==> config.mk <==
export PLATFORM = sky130hd
export DESIGN_NAME = tile_pingpong_buffer
export DESIGN_NICKNAME = d
export VERILOG_FILES = /design/src/rtl/tile_pingpong_buffer_pkg.sv /design/src/rtl/tile_pingpong_buffer_bank_mem.sv /design/src/rtl/tile_pingpong_buffer.sv
export SDC_FILE = /design/constraint.sdc
export NUM_CORES = 1
export LEC_CHECK = 0
export CAP_MARGIN = 25
export CORE_MARGIN = 8
export CORE_UTILIZATION = 57
export DETAILED_ROUTE_END_ITERATION = 7
export PLACE_DENSITY = 0.74
export SETUP_SLACK_MARGIN = 0.5
export SYNTH_ARGS = -nofsm -noshare
export SYNTH_HDL_FRONTEND = slang
export SYNTH_SLANG_ARGS = --single-unit
==> constraint.sdc <==
create_clock -name clk -period 4.2 [get_ports clk]
set_input_delay 0.84 -clock clk [delete_from_list [all_inputs] [get_ports clk]]
set_output_delay 0.84 -clock clk [all_outputs]
set_load 0.01 [all_outputs]
==> src/rtl/tile_pingpong_buffer_pkg.sv <==
// tile_pingpong_buffer_pkg: shared defaults, bank indices and depth helper for the ping-pong tile buffer
package tile_pingpong_buffer_pkg;
    localparam int N_DEF = 8;
    localparam int M_DEF = 4;
    typedef logic bank_t;
    localparam bank_t BANK0 = 1'b0;
    localparam bank_t BANK1 = 1'b1;
    function automatic int depth(input int m);
        return 1 << m;
    endfunction
endpackage

==> src/rtl/tile_pingpong_buffer_bank_mem.sv <==
// tile_pingpong_buffer_bank_mem: one tile bank, single write port and registered read port, no reset
module tile_pingpong_buffer_bank_mem
    import tile_pingpong_buffer_pkg::*;
#(
    parameter int N = N_DEF,
    parameter int M = M_DEF
) (
    input  logic         clk,
    input  logic         we,
    input  logic [M-1:0] wadr,
    input  logic [N-1:0] wdata,
    input  logic         re,
    input  logic [M-1:0] radr,
    output logic [N-1:0] rdata
);
    logic [N-1:0] mem [depth(M)];
    // rdata only moves on an accepted read so it holds across idle cycles
    always_ff @(posedge clk) begin
        if (we) mem[wadr] <= wdata;
        if (re) rdata <= mem[radr];
    end
endmodule

==> src/rtl/tile_pingpong_buffer.sv <==
// tile_pingpong_buffer: double-banked tile buffer; loader fills one bank while the reader consumes the other
// rel is the reader's release strobe (release is a reserved word)
module tile_pingpong_buffer
    import tile_pingpong_buffer_pkg::*;
#(
    parameter int N = N_DEF,
    parameter int M = M_DEF
) (
    input  logic         clk,
    input  logic         rst,
    input  logic         clr,
    input  logic         wr,
    input  logic [N-1:0] datain,
    input  logic         commit,
    output logic         wr_ready,
    output logic         wr_full,
    output logic [M:0]   wr_count,
    input  logic         rd,
    input  logic [M-1:0] adr,
    input  logic         rel,
    output logic         rd_ready,
    output logic [M:0]   rd_len,
    output logic [N-1:0] dataout,
    output logic         rd_valid
);
    localparam logic [M:0] DEPTH = (M+1)'(depth(M));
    bank_t wbank, rbank, sel;
    logic [1:0] committed;
    logic [M:0] len [2];
    logic [M:0] top, top_nxt;
    logic hit;
    logic [N-1:0] rdata [2];
    logic wr_acc, cm_eff, rd_acc, rl_eff;
    assign wr_ready = !committed[wbank];
    assign rd_ready = committed[rbank];
    assign wr_full  = top == DEPTH;
    assign wr_count = top;
    assign rd_len   = len[rbank];
    assign wr_acc   = wr && wr_ready && !wr_full;
    assign top_nxt  = top + {{M{1'b0}}, wr_acc};
    assign cm_eff   = commit && wr_ready && top_nxt != '0;
    assign rd_acc   = rd && rd_ready;
    assign rl_eff   = rel && rd_ready;
    // out-of-range reads and the reset state both present zero instead of bank contents
    assign dataout  = hit ? (sel == BANK1 ? rdata[1] : rdata[0]) : '0;
    for (genvar b = 0; b < 2; b++) begin : g_bank
        tile_pingpong_buffer_bank_mem #(.N(N), .M(M)) u_mem (
            .clk  (clk),
            .we   (wr_acc && wbank == bank_t'(b)),
            .wadr (top[M-1:0]),
            .wdata(datain),
            .re   (rd_acc && rbank == bank_t'(b)),
            .radr (adr),
            .rdata(rdata[b])
        );
    end
    // bank pointers, fill level, tile lengths and read-side flags
    always_ff @(posedge clk or posedge rst) begin
        if (rst) begin
            wbank     <= BANK0;
            rbank     <= BANK0;
            sel       <= BANK0;
            top       <= '0;
            committed <= '0;
            len[0]    <= '0;
            len[1]    <= '0;
            hit       <= 1'b0;
            rd_valid  <= 1'b0;
        end else if (clr) begin
            wbank     <= BANK0;
            rbank     <= BANK0;
            sel       <= BANK0;
            top       <= '0;
            committed <= '0;
            len[0]    <= '0;
            len[1]    <= '0;
            hit       <= 1'b0;
            rd_valid  <= 1'b0;
        end else begin
            top      <= cm_eff ? '0 : top_nxt;
            wbank    <= cm_eff ? ~wbank : wbank;
            rbank    <= rl_eff ? ~rbank : rbank;
            rd_valid <= rd_acc;
            sel      <= rd_acc ? rbank : sel;
            hit      <= rd_acc ? {1'b0, adr} < len[rbank] : hit;
            for (int b = 0; b < 2; b++) begin
                committed[b] <= (cm_eff && wbank == bank_t'(b)) ? 1'b1 :
                                (rl_eff && rbank == bank_t'(b)) ? 1'b0 : committed[b];
                len[b]       <= (cm_eff && wbank == bank_t'(b)) ? top_nxt : len[b];
            end
        end
    end
endmodule
* After elaboration in Yosys (flattened, before gate mapping)
Memory sizes are Yosys's and may differ from the RTL's. A register that Yosys moved wholly into a read port is not among the register bits. Index checks and enable logic that the tools add are counted. Widths: inputs -> output; s select.
Word-level totals: memories 2, register bits 22, output and inout port bits 22, bits in latches 0, bits in read-only memories 0, memory bits (writable) 256
Operators by class: eq/ne operators 1, divide/modulo/power cells 0, $mul 0, bitwise operators 3, reductions and logical operators 24, add/subtract/negate cells 1, $lt $le $gt $ge 4, shifts and indexed selects 0, mux-type cells 32
Memories:
- g_bank[0].u_mem.mem | words 16, width 8, rd ports 1, clocked after memory_dff 1, write ports 1, line tile_pingpong_buffer_bank_mem.sv:16 | logic [N-1:0] mem [depth(M)];
- g_bank[1].u_mem.mem | words 16, width 8, rd ports 1, clocked after memory_dff 1, write ports 1, line tile_pingpong_buffer_bank_mem.sv:16
Operators with widths (number):
- $mux 5 | 7
- $mux 1 | 21
- $mux 8 | 2
- $logic_and 1x1->1 | 14
- $mux 10 | 1
- $reduce_bool 2->1 | 5
- $reduce_bool 3->1 | 2
- $add 5x1->5 | 1
- $eq 5x5->1 const B | 1
- $lt 4x5->1 | 1
- $reduce_bool 5->1 | 1
- $lt 1x2->1 const B | 2
- $ge 2x2->1 const B | 1
- $logic_not 1->1 | 2
- $mux 2 | 1
- $not 1->1 | 2
- $not 1->2 | 1

* Longest topological paths before layout
word-level depth 11, gate-level depth with buffers 11

* By module
Synthesis repeated with hierarchy kept, for this count alone.
Second synthesis, totals: cell total of the unflattened synthesis 600, area total of the unflattened synthesis 11855.1 sq um
By module, submodules not included:
- tile_pingpong_buffer_bank_mem | times used 2, cells an instance 229, seq. area each 4083.9 sq um, area each 5227.5 sq um
- tile_pingpong_buffer | times used 1, cells an instance 142, seq. area each 550.5 sq um, area each 1400.1 sq um

* Least setup slack after synthesis
OpenSTA, ideal clock, no wires.
path kind register -> register, start point reg top[2] (netlist: wr_count[2]), end point reg len[9] (netlist bit), required time 4075 ps, slack 1384 ps, data arrival time 2691 ps, buffers on the path 2, clock period less this slack 2816 ps, cell stages (with the launch flop) 11, path through dfrtp_1 > buf_4 > nor4_1 > a21boi_0 > and2_1 > ha_1 > ha_1 > a31o_1 > a311o_1 > buf_6 > mux2_4
On the way: longest elaborated chain between the ends 8, elaborated cells on any way between the ends 10, those cells by class add/sub (1); eq/ne (1); mux (2); reduce/logical (6)
RTL lines:
- from (decl) | line tile_pingpong_buffer.sv:30 | logic [M:0] top, top_nxt;
- from (signal assigned) | line tile_pingpong_buffer.sv:80 | top <= cm_eff ? '0 : top_nxt;
- $eq 5x5->1 | line tile_pingpong_buffer.sv:36 | assign wr_full = top == DEPTH;
- $logic_not 1->1 | line tile_pingpong_buffer.sv:39 | assign wr_acc = wr && wr_ready && !wr_full;
- $logic_and 1x1->1 | line tile_pingpong_buffer.sv:39
- $add 5x1->5 * | line tile_pingpong_buffer.sv:40 | assign top_nxt = top + {{M{1'b0}}, wr_acc};
- $reduce_bool 5->1 | line tile_pingpong_buffer.sv:41 | assign cm_eff = commit && wr_ready && top_nxt != '0;
- $logic_and 1x1->1 | line tile_pingpong_buffer.sv:41
- $logic_and 1x1->1 | line tile_pingpong_buffer.sv:89 | len[b] <= (cm_eff && wbank == bank_t'(b)) ? top_nxt : len[b];
- $reduce_bool 2->1 (no line)
- to (signal, indexed assignment) | line tile_pingpong_buffer.sv:89
- to (decl) | line tile_pingpong_buffer.sv:29 | logic [M:0] len [2];
Every way passes the cells marked *; elsewhere a longest branch is shown, timed or not. The select of a mux whose other input is x is not followed. A chain may end at the register's enable or synchronous reset.

* Worst setup path in the final report
Ends and elaborated chain as after synthesis.

==> out/metrics.yaml <==
hold_buffers: 0
cap_violations: 0
async_reset_ff_frac: 0.0748
max_freq_mhz: 305
max-slew-margin-rel: 0.298
port_buffers: 40
drt_iter0_markers: 626
die_w_um: 160
clock_latency_ns: 0.54
grt_max_degree: 49
yosysTopAreaCell: "edfxtp_1"
synth_ff_type: "edfxtp_1"
gp_congestion: 0.863
die_h_um: 160
design_power_total_mw: 6.21
postSynthAreaPerCell_um2: 20.7
post_cts_buffers: 0
firstDrtPassIters: 5
start_kind: "flip-flop"
h-tree-depth: 1
io_pins: 41
tritoncts: "done"
final.setup.tns_ns: 0
r2r_cells: 9
synth_area_leaders: "edfxtp_1, mux4_2, dfrtp_1, mux2i_1, mux4_1"
hp-class: "flip-flop to flip-flop"
num-nets-final: 647
wl_um: 24700
cp_data_required_time_ns: 4.62
yosysMostFrequentCell: "edfxtp_1"
cts_max_path_buffers: 3
vias_per_cell: 6.23
finalHoldViolations: 0
worst_slack_ns: 0.923
setup_viol_count_final: 0
track_usage: 0.196
critical_path_arrival_ns: 3.70
outcome: "finished clean"
cts_buffers: 28
rows: 52
hpwl_um: 15300
grt_pass1_wl_um: 37400
fin_crit_sh: 0.780
core_area_um2: 20200
clkTransAtPathRegs_ns: 0.06
syn_inst: 568
yosysWarnings: 0
die_area_um2: 25500
syn-num-nets: 592
place_ws_ns: 0.502
leakagePower_nw: 4.45
vias: 5703
finalCriticalPeriod_ns: 3.28
antenna_found_initial: 0
critPathKind: "flip-flop to flip-flop"
grt_overflow: 0
skew_ns: 0.0135
cts_sinks: 294
p_per_area_nw_per_um2: 460
drc: 0
wire_per_inst_um: 27.0
synth_cell_type_count: 40
ys_seq_area_frac: 0.740
crit_path_end_kind: "flip-flop"
synth_common_cells: "edfxtp_1, mux4_2, nor2_1, mux2i_1, dfrtp_1"
path_max_fanout: 18
clockRootBuffer: "clkbuf_16"
worstMarginPinSlew_ns: 1.05
slew_viol_final: 0
netlist_area_um2: 11800
n_antenna_cell: 0
synthToLayoutAreaGrowth_pct: 14.7
synth_top_area_share: 0.693
ir_worst_vdd_v: 0.000279
dp_cells: 861
initial_core_util: 0.582
synth-seq-cells: 294
synth_edf_count: 272
worstHoldPathCells: 2
layout-drive-gt1-share: 0.220
ant_nets: 0
n_fill_cell: 1266
rsz0062_at_grt: "false"
grt_pass1_vias: 5846
fin_cells: 915
==> cell type report <==
cell class	count	area (um2)	share of cell area
inverters	8	30.0	0.00222
well taps	270	338	0.0250
flip-flops and latches	294	8720	0.645
clock buffers	46	860	0.0636
clock inverters	6	105	0.00778
multi-input cells	235	2860	0.212
repair buffers	56	596	0.0441
==> through the flow <==
step	hold WS [ns]	instance area, um2	util
after floorplan	0.510	11800	-
after global placement	0.532	12400	0.615
after detailed placement	0.539	12500	0.617
after CTS	0.553	13500	0.665
after global routing	0.569	13500	0.668
final	0.549	13500	0.668
==> report_power, final <==
part,internal (mW),total (mW),switching [mW],leakage (nW)
logic,0.160,0.363,0.203,1.22
clock network,1.57,2.59,1.02,0.474
registers,3.24,3.25,0.0183,2.75
total,4.97,6.21,1.24,4.45
==> metal layers <==
layer	vias up	wire [um]	share of wire	track usage
li1	2418	-	-	-
met1	2950	9900	0.40	0.267
met2	290	12000	0.48	0.312
met3	45	2260	0.091	0.0455
met4	0	565	0.023	0.0596
met5	-	0	0	0
==> kinds of logic after synthesis <==
kind of cell    synth area share
flops                      0.740
mux                        0.180
simple gates              0.0461
buf+inv                   0.0176
compound gates           0.00818
fa+ha+maj                0.00531
xor+xnor                 0.00297
==> path summary, 6_finish.rpt <==
check	from	end	slack [ns]
min in group asynchronous	rst	len[7]	0.78
hold reg to reg	len[7]	len[7]	0.55
max in group asynchronous	rst	wr_count[0]	2.89
hold / removal	len[7]	len[7]	0.55
setup reg to reg	wr_count[2]	len[9]	0.92
setup / recovery	wr_count[2]	len[9]	0.92
==> repair_timing <==
| item | in CTS | in global routing |
|---|---|---|
| setup endpoints to repair | 0 | 1 |
| gates resized for setup | 0 | 1 |
| endpoints found under the hold margin | 0 | 0 |
==> worst max-delay path, stage by stage, from the launching register on <==
cell      delay (ns)
dfrtp_1         0.59
nor4_2          0.49
a21boi_0        0.27
and2_1          0.23
ha_1            0.19
ha_1            0.25
nor3_1          0.23
a31o_1          0.16
a311o_1         0.43
mux2_4          0.33
==> registers in the layout, indices dropped and copies added (netlist names), 2 cells and up <==
name / count
g_bank.u_mem.mem: 256
len: 10
g_bank.u_mem.rdata: 16
committed: 2
wr_count: 5
==> cell usage in the layout, fill, tap and decap left out, types with 2 or more instances in the layout <==
master	Yosys	final
bufinv_16	0	3
buf_12	0	2
dfrtp_1	22	22
mux2_2	4	4
nor2b_1	13	13
clkbuf_16	0	29
nand4b_1	4	4
xor2_1	2	2
ha_1	5	5
clkinv_2	0	3
and3_1	4	4
edfxtp_1	272	272
nor3_1	5	5
mux2i_1	23	23
xnor2_1	2	2
nor3b_1	4	4
a31oi_1	2	2
clkbuf_1	13	10
mux4_2	73	73
or2_2	2	2
mux4_1	7	7
clkbuf_8	0	7
clkdlybuf4s50_1	0	38
and2_1	3	3
inv_1	8	8
a21oi_1	5	5
nor4_1	4	3
nand3_1	2	2
nor2_1	35	35
buf_8	0	5
nand2_1	10	10
buf_4	1	9
nand4_1	3	3
nand2b_1	13	13
Note: power is estimated with default switching activity, not from simulation.
